**src/rtl/uart_rx_pkg.sv**
```systemverilog
// Shared types and constants for the UART receiver slice.
// Optional parity support is selected with the UART_RX_PARITY_EN macro.
package uart_rx_pkg;

    typedef enum logic [2:0] {
        IDLE     = 3'd0,
        START    = 3'd1,
        DATA     = 3'd2,
        PARITY   = 3'd3,
        STOP     = 3'd4,
        BRK_WAIT = 3'd5
    } rx_state_t;

    // Level of the serial line when nothing is being sent
    localparam logic RX_IDLE_LEVEL = 1'b1;

    function automatic int tick_cnt_width(input int oversample);
        return $clog2(oversample);
    endfunction

    function automatic int bit_cnt_width(input int data_bits);
        return $clog2(data_bits + 1);
    endfunction

    // Number of oversampling ticks from a bit edge to its centre
    function automatic int half_bit_ticks(input int oversample);
        return oversample / 2;
    endfunction

endpackage

```
**src/rtl/uart_rx_sync.sv**
```systemverilog
// Two-flop synchronizer for the asynchronous rx pin; resets to the idle line level.
module uart_rx_sync
    import uart_rx_pkg::*;
(
    input  logic clk,
    input  logic rst,
    input  logic rx,
    output logic rxs
);

    logic meta;

    // Two-stage capture of the raw line into the clk domain
    always_ff @(posedge clk) begin
        if (rst) begin
            meta <= RX_IDLE_LEVEL;
            rxs  <= RX_IDLE_LEVEL;
        end else begin
            meta <= rx;
            rxs  <= meta;
        end
    end

endmodule

```
**src/rtl/uart_rx_frame.sv**
```systemverilog
// UART receiver: framing FSM, oversampled bit timing, shift register and
// output holding register with valid/ready delivery.
// Define UART_RX_PARITY_EN to build the parity bit check; otherwise parity_err is 0.
module uart_rx_frame
    import uart_rx_pkg::*;
#(
    parameter int DATA_BITS  = 8,
    parameter int OVERSAMPLE = 16,
    parameter int STOP_BITS  = 1,
    parameter int PARITY_ODD = 0
) (
    input  logic                 clk,
    input  logic                 rst,
    input  logic                 rx,
    input  logic                 baud_tick,
    output logic [DATA_BITS-1:0] rx_data,
    output logic                 rx_valid,
    input  logic                 rx_ready,
    output logic                 frame_err,
    output logic                 parity_err,
    output logic                 overrun_err,
    output logic                 busy
);

    localparam int TW = tick_cnt_width(OVERSAMPLE);
    localparam int BW = bit_cnt_width(DATA_BITS);
    localparam logic [TW-1:0] TICK_LAST = TW'(OVERSAMPLE - 1);
    localparam logic [TW-1:0] HALF_LAST = TW'(half_bit_ticks(OVERSAMPLE) - 1);
    localparam logic [BW-1:0] DATA_LAST = BW'(DATA_BITS - 1);
    localparam logic [BW-1:0] STOP_LAST = BW'(STOP_BITS - 1);

    rx_state_t            state;
    rx_state_t            state_nxt;
    logic                 rxs;
    logic [TW-1:0]        tick_cnt;
    logic [BW-1:0]        bit_cnt;
    logic [DATA_BITS-1:0] shift_reg;
    logic                 frame_flag;
    logic                 par_flag;
    logic                 done;
    logic                 at_half;
    logic                 at_full;
    logic                 last_stop;
    logic                 load_word;

    uart_rx_sync u_sync (
        .clk (clk),
        .rst (rst),
        .rx  (rx),
        .rxs (rxs)
    );

    assign at_half   = baud_tick && (state == START) && (tick_cnt == HALF_LAST);
    assign at_full   = baud_tick && (tick_cnt == TICK_LAST);
    assign last_stop = at_full && (state == STOP) && (bit_cnt == STOP_LAST);
    assign load_word = done && (!rx_valid || rx_ready);
    assign busy      = (state != IDLE);

    // State register
    always_ff @(posedge clk) begin
        if (rst) state <= IDLE;
        else     state <= state_nxt;
    end

    // Next-state decisions, all taken on the synchronized line
    always_comb begin
        state_nxt = state;
        case (state)
            IDLE:     if (!rxs) state_nxt = START;
            START:    if (at_half) state_nxt = rxs ? IDLE : DATA;
            DATA: begin
                if (at_full && (bit_cnt == DATA_LAST)) begin
`ifdef UART_RX_PARITY_EN
                    state_nxt = PARITY;
`else
                    state_nxt = STOP;
`endif
                end
            end
`ifdef UART_RX_PARITY_EN
            PARITY:   if (at_full) state_nxt = STOP;
`endif
            STOP:     if (last_stop) state_nxt = (frame_flag || !rxs) ? BRK_WAIT : IDLE;
            BRK_WAIT: if (rxs) state_nxt = IDLE;
            default:  state_nxt = IDLE;
        endcase
    end

    // Tick counter: half bit in START, full bits afterwards, held at 0 while waiting
    always_ff @(posedge clk) begin
        if (rst || state == IDLE || state == BRK_WAIT) tick_cnt <= '0;
        else if (at_half || at_full)                   tick_cnt <= '0;
        else if (baud_tick)                            tick_cnt <= tick_cnt + 1'b1;
    end

    // Bit counter shared by the data and stop phases
    always_ff @(posedge clk) begin
        if (rst || state == IDLE) begin
            bit_cnt <= '0;
        end else if (at_full && state == DATA) begin
            bit_cnt <= (bit_cnt == DATA_LAST) ? '0 : bit_cnt + 1'b1;
        end else if (at_full && state == STOP) begin
            bit_cnt <= (bit_cnt == STOP_LAST) ? '0 : bit_cnt + 1'b1;
        end
    end

    // LSB-first assembly: each data sample enters at the MSB side
    always_ff @(posedge clk) begin
        if (rst)                          shift_reg <= '0;
        else if (at_full && state == DATA) shift_reg <= {rxs, shift_reg[DATA_BITS-1:1]};
    end

    // Per-word frame flag, cleared when a new start edge is seen
    always_ff @(posedge clk) begin
        if (rst || (state == IDLE && !rxs)) frame_flag <= 1'b0;
        else if (at_full && state == STOP && !rxs) frame_flag <= 1'b1;
    end

    // One-cycle marker for the cycle after the last stop sample
    always_ff @(posedge clk) begin
        if (rst) done <= 1'b0;
        else     done <= last_stop;
    end

`ifdef UART_RX_PARITY_EN
    localparam logic PAR_ODD = (PARITY_ODD != 0);

    // Parity mismatch: XOR of data and parity bit must equal the odd/even selection
    always_ff @(posedge clk) begin
        if (rst || (state == IDLE && !rxs)) par_flag <= 1'b0;
        else if (at_full && state == PARITY) par_flag <= rxs ^ (^shift_reg) ^ PAR_ODD;
    end

    // Parity status held alongside the delivered word
    always_ff @(posedge clk) begin
        if (rst)            parity_err <= 1'b0;
        else if (load_word) parity_err <= par_flag;
    end
`else
    assign par_flag   = 1'b0;
    assign parity_err = par_flag;
`endif

    // Output holding register, handshake and overrun reporting
    always_ff @(posedge clk) begin
        if (rst) begin
            rx_data     <= '0;
            rx_valid    <= 1'b0;
            frame_err   <= 1'b0;
            overrun_err <= 1'b0;
        end else begin
            overrun_err <= done && !load_word;
            if (load_word) begin
                rx_data   <= shift_reg;
                frame_err <= frame_flag;
                rx_valid  <= 1'b1;
            end else if (rx_valid && rx_ready) begin
                rx_valid  <= 1'b0;
            end
        end
    end

endmodule

```
**config.mk**
```make
export PLATFORM = sky130hd
export DESIGN_NAME = uart_rx_frame
export DESIGN_NICKNAME = d
export VERILOG_FILES = /design/src/rtl/uart_rx_pkg.sv /design/src/rtl/uart_rx_sync.sv /design/src/rtl/uart_rx_frame.sv
export SDC_FILE = /design/constraint.sdc
export NUM_CORES = 1
export LEC_CHECK = 0
export BUFFER_PORTS_ARGS = -buffer_cell sky130_fd_sc_hd__buf_2
export CAP_MARGIN = 20
export CELL_PAD_IN_SITES_DETAIL_PLACEMENT = 0
export CELL_PAD_IN_SITES_GLOBAL_PLACEMENT = 1
export CORE_ASPECT_RATIO = 0.75
export CORE_MARGIN = 2
export CORE_UTILIZATION = 44
export DETAILED_ROUTE_END_ITERATION = 10
export PLACE_DENSITY = 0.85
export SYNTH_ARGS = -nofsm -noshare
export SYNTH_HDL_FRONTEND = slang
export SYNTH_SLANG_ARGS = --single-unit
```
**constraint.sdc**
```tcl
create_clock -name clk -period 2 [get_ports clk]
set_input_delay 0.5 -clock clk [delete_from_list [all_inputs] [get_ports clk]]
set_output_delay 0.5 -clock clk [all_outputs]
set_load 0.05 [all_outputs]
```
==> flow_summary.json, run 1 <==
{
  "pre_cts_slack_ns": 0.308,
  "cap_violations": 0,
  "critical_path_required_ns": 1.50,
  "port_buffers": 16,
  "cts_tree": "yes",
  "finalCriticalPeriod_ns": 1.86,
  "grt.overflow.total": 0,
  "ys_async_sr_fraction_pct": 0,
  "worst-path-max-fanout": 11,
  "finClkSkew_ns": 0.0105,
  "via_per_inst": 5.19,
  "place_inst": 202,
  "power.internal_w": 0.000926,
  "gp_congestion": 0.749,
  "critical-path-top-delay-family": "flip-flops",
  "switching_share_pct": 22.4,
  "place_hpwl_um": 1950,
  "area_growth_pct": 8.97,
  "hold_buffers": 0,
  "status": "complete, no violations",
  "fp.dieW_um": 72.8,
  "grt_pass1_wl_um": 4690,
  "multi_input_area_um2": 776,
  "powerDensity_nw_per_um2": 701,
  "path_class": "flop to primary output",
  "synth-simple-area-share_pct": 22.8,
  "hold_start": "rx",
  "cts.path.max_buffers": 2,
  "tightest_slew_ns": 0.562,
  "syn-num-nets": 162,
  "postCtsSetupRepairBufs": 0,
  "pwr-share-clk_pct": 38.8,
  "pwr-share-comb_pct": 3.7,
  "vias": 1085,
  "syn_area_per_cell_um2": 10.1,
  "critical_path.max_stage_delay_ns": 0.45,
  "yosys.area_share.adder_pct": 2.40,
  "drt_iter0_drc": 53,
  "clkLatencyLatePin_ns": 0.28,
  "clock-root-buffer": "clkbuf_8",
  "drc": 0,
  "die_h_um": 55.6,
  "muxShareOfSynthArea_pct": 12.2,
  "final-setup-viol-count": 0,
  "antennaDiodeCount": 0,
  "synth-compound-area-share_pct": 7.85,
  "wl_per_cell_um": 13.1,
  "synth-main-ff-cell": "dfxtp_1",
  "seqCellArea_um2": 681,
  "ir_drop_mv": 0.384,
  "core_um2": 3330,
  "layout.nets": 177,
  "slew_headroom_pct": 62.5,
  "cts_resized": 0,
  "initial_core_util_pct": 46.9,
  "path_buf_inv": 2,
  "std_cell_rows": 18,
  "rsz0062_at_grt": "false",
  "grt_use_total_pct": 15.1,
  "hold_class": "primary input to flop",
  "cp_data_arrival_time_ns": 1.36,
  "cts_inserted_buffers": 5,
  "fmax_ghz": 0.537,
  "wl_um": 2750,
  "final_core_util_pct": 51.1,
  "synth_top_family_by_area": "simple AND/OR/NAND/NOR gates",
  "hold_ws_ns": 0.405,
  "fin_crit_sh_pct": 93.2,
  "drive_gt1_share_pct": 23.1,
  "first_global_vias": 1024,
  "crit_slowest_cell": "dfxtp_1",
  "synth-edff-count": 0,
  "grt_max_degree": 32,
  "ys_seq_area_share_pct": 43.6,
  "clk_pin_slew_ns": 0.06,
  "num-fill-cells": 312,
  "antenna_found_initial": 0,
  "timing.rr.start": "tick_cnt[0]",
  "slew_viol_final": 0,
  "io_pins": 18,
  "yosys_register_bits": 34,
  "firstDrtPassIters": 4,
  "p_sw_w": 0.000267,
  "critPathLaunch": "state[2]",
  "htreeDepth": 2,
  "ys_types": 43,
  "numClockSinks": 34,
  "end_kind": "primary output",
  "syn_inst": 154,
  "tns_ns": 0,
  "synth_area_um2": 1560,
  "dieArea_um2": 4050,
  "final_cells": 209,
  "p_leak_nw": 0.790,
  "synth_warnings": 0,
  "seqPwrFrac_pct": 57.5,
  "synth_xor_area_share_pct": 3.84,
  "path_cells": "nor3_2 -> inv_1 -> buf_2",
  "ant_nets": 0,
  "setup_ws_ns": 0.136,
  "hold_violations": 0,
  "critPathLaunchType": "flop"
}
cells by family after synthesis:
family | Yosys count
buffers and inverters | 16
other | 1
xor gates and xnor gates | 6
DFF | 34
and+or+nand+nor | 60
muxes | 19
AOI/OAI and AO/OA | 15
adders and majority gates | 3
layout by cell type, fill, tap and decap left out, types with 3 or more instances in the layout:
cell,Yosys,routed
clkbuf_8,2,5
nand3_1,3,3
dfxtp_1,34,34
xnor2_1,4,4
mux2i_1,19,19
a21oi_1,3,3
inv_1,6,6
buf_2,1,16
ha_1,3,3
nor2b_1,4,4
nor2_1,28,28
nand2_1,4,4
per-stage QoR:
step	power, W	cell area [um^2]
4_1_cts	0.00121	1700
3_3_place_gp	0.000744	1620
3_5_place_dp	0.000746	1620
6_report	0.00119	1700
5_1_grt	0.00125	1700
2_1_floorplan	0.000742	1560
synthesized netlist by cell type, types with 2 or more instances:
master	number	area share [%]
nor4b_4	2	3.0
a21oi_1	3	0.96
nor2b_1	4	1.6
clkbuf_1	2	0.48
nand3_1	3	0.96
or2_2	2	0.80
nor3_1	3	0.96
xnor2_1	4	2.2
nand3b_1	2	0.96
dfxtp_1	34	44
inv_1	6	1.4
nand2_1	4	0.96
buf_6	3	2.2
clkbuf_8	2	1.8
o21ai_0	2	0.64
nand2b_1	2	0.80
o311ai_0	2	1.1
mux2i_1	19	12
ha_1	3	2.4
nor2_1	28	6.7
buf_4	2	0.96
routing by layer:
layer  track usage (%)  part of all wire (%)  up-vias
met5                 0                     0        -
met4              6.35                  0.98        0
met3              4.89                   3.6        4
met2              22.2                    46       15
met1              20.3                    50      513
li1                  -                     -      553
final timing paths:
kind / end / slack (ns) / depth (start not counted)
setup / recovery: busy / 0.14 / 3
hold / removal: u_sync.meta / 0.41 / 2
setup reg to reg: bit_cnt[2] / 0.30 / 5
hold reg to reg: u_sync.rxs / 0.41 / 1
layout make-up:
| cell class | instances | area share (%) |
|---|---|---|
| clock buffers | 5 | 4.04 |
| repair buffers | 18 | 5.58 |
| inverters | 6 | 1.32 |
| well taps | 40 | 2.94 |
| multi-input cells | 104 | 45.6 |
| clock inverters | 2 | 0.588 |
| flip-flops and latches | 34 | 40.0 |
power by group through the flow:
stage	sequential (W)	combinational [W]	clock, W
floorplan	0.000697	0.0000444	0
global placement	0.000701	0.0000426	0
detailed placement	0.000702	0.0000441	0
CTS	0.000686	0.0000441	0.000481
global route	0.000687	0.0000487	0.000515
finish	0.000687	0.0000441	0.000463
worst register-to-register path: stages (launching register included):
cell	delay, ns
dfxtp_1	0.39
ha_1	0.30
nand4_4	0.19
nor4b_4	0.26
xnor2_1	0.11
a2111oi_2	0.35
No activity file was read; power rests on OpenSTA's default activity.
==> inputs of run 2 (changes only) <==
- CTS_CLUSTER_DIAMETER: default -> 50
- PLACE_DENSITY: 0.85 -> default
- PLACE_DENSITY_LB_ADDON: default -> 0.12
==> flow_summary.json, run 2 (same netlist as run 1, synthesis figures left out) <==
{
  "r2r-end": "bit_cnt[1]",
  "via_per_inst": 5.10,
  "rsz0062_at_grt": "false",
  "tns_ns": 0,
  "clk_pin_slew_ns": 0.07,
  "die_h_um": 55.6,
  "endpoint": "busy",
  "end_kind": "primary output",
  "fin_crit_sh_pct": 92.9,
  "place_area_um2": 1620,
  "core_um2": 3330,
  "area_growth_pct": 9.77,
  "grt_pass1_wl_um": 4690,
  "vias": 1071,
  "final_common_cell": "dfxtp_1",
  "grt_use_total_pct": 15.1,
  "drive_gt1_share_pct": 22.9,
  "htreeDepth": 2,
  "grt_max_degree": 32,
  "io_pins": 18,
  "cts_tree": "yes",
  "critical_path.max_stage_delay_ns": 0.45,
  "std_cell_rows": 18,
  "critPathLaunch": "state[2]",
  "wl_per_cell_um": 12.9,
  "tightest_slew_ns": 0.580,
  "finClkSkew_ns": 0.00662,
  "r2r_slack_ns": 0.37,
  "dieArea_um2": 4050,
  "clock-root-buffer": "clkbuf_8",
  "numClockSinks": 34,
  "cap_violations": 0,
  "first_global_vias": 1019,
  "critPathLaunchType": "flop",
  "postCtsSetupRepairBufs": 0,
  "timing.rr.start": "tick_cnt[0]",
  "hold_ws_ns": 0.406,
  "path_cells": "nor3_2 -> inv_1 -> buf_2",
  "routed-wl-met3_um": 111,
  "slew_viol_final": 0,
  "top_layer_used": "met4",
  "port_buffers": 16,
  "cts_resized": 0,
  "slew_headroom_pct": 61.3,
  "worst-path-max-fanout": 11,
  "multi_input_area_um2": 776,
  "gp_congestion": 0.722,
  "cts_inserted_buffers": 5,
  "drc": 0,
  "num-fill-cells": 320,
  "wl_um": 2710,
  "hold_start": "rx",
  "hold_violations": 0,
  "final-setup-viol-count": 0,
  "critical_path_required_ns": 1.50,
  "rr_worst_depth": 5,
  "cp_data_arrival_time_ns": 1.36,
  "hold_buffers": 0,
  "wl_met2_um": 1120,
  "place_hpwl_um": 1980,
  "path_buf_inv": 2,
  "drt-met1-wl_um": 1450,
  "antennaDiodeCount": 0,
  "grt.overflow.total": 0,
  "clkLatencyLatePin_ns": 0.28,
  "cts.path.max_buffers": 2,
  "antenna_found_initial": 0,
  "drt_iter0_drc": 65,
  "initial_core_util_pct": 46.9,
  "ant_nets": 0,
  "finalCriticalPeriod_ns": 1.86,
  "crit_slowest_cell": "dfxtp_1",
  "status": "complete, no violations",
  "design_area_um2": 1720,
  "p_leak_nw": 0.794,
  "ir_drop_mv": 0.349,
  "hold_class": "primary input to flop",
  "powerDensity_nw_per_um2": 720,
  "firstDrtPassIters": 4,
  "crit_cells": 3,
  "fp.dieW_um": 72.8,
  "layout.nets": 177,
  "final_cell_mix": "34 x dfxtp_1, 28 x nor2_1, 19 x mux2i_1, 16 x buf_2",
  "path_class": "flop to primary output",
  "fmax_ghz": 0.538,
  "seqCellArea_um2": 681,
  "critical-path-top-delay-family": "flip-flops"
}
## run 2: changes by cell type in the layout (fill, tap and decap cells not counted), sizes merged
cell    delta
clkinv     -1
clkbuf     +2
## run 2: stage by stage
step / util, % / power [W] / cells / setup WS (ns)
final: 51.5 / 0.00123 / 210 / 0.142
after global routing: 51.5 / 0.00130 / 210 / 0.0786
after CTS: 51.3 / 0.00125 / 210 / 0.0346
after detailed placement: 48.6 / 0.000745 / 202 / 0.335
after global placement: 48.6 / 0.000745 / 202 / 0.316
after floorplan: - / 0.000742 / 154 / 0.397
## run 2: per-layer routing
| metal | global-route usage [%] | vias to the layer above |
|---|---|---|
| li1 | - | 558 |
| met1 | 21.6 | 490 |
| met2 | 20.8 | 21 |
| met3 | 5.07 | 2 |
| met4 | 5.56 | 0 |
| met5 | 0 | - |
## run 2: report_power, final
part           leakage, nW  switching (W)  internal, W
sequential           0.274     0.00000578     0.000680
combinational        0.472      0.0000315    0.0000128
clock               0.0482       0.000227     0.000277
## run 2: worst min-delay path by stage
stage / endpoint / slack (ns) / cells after the start
after global routing: overrun_err / 0.40 / 2
after floorplan: u_sync.rxs / 0.39 / 1
final: u_sync.meta / 0.41 / 2
after CTS: u_sync.meta / 0.40 / 2
after detailed placement: u_sync.rxs / 0.40 / 1
after global placement: u_sync.rxs / 0.39 / 1
## run 2: final cells by class
cell class | instances | share of cell area [%]
tap | 40 | 2.92
timing repair buffer | 18 | 5.54
clock buffer | 7 | 5.03
clock inverter | 1 | 0.292
inverter | 6 | 1.31
sequential | 34 | 39.7
multi-input combinational | 104 | 45.2
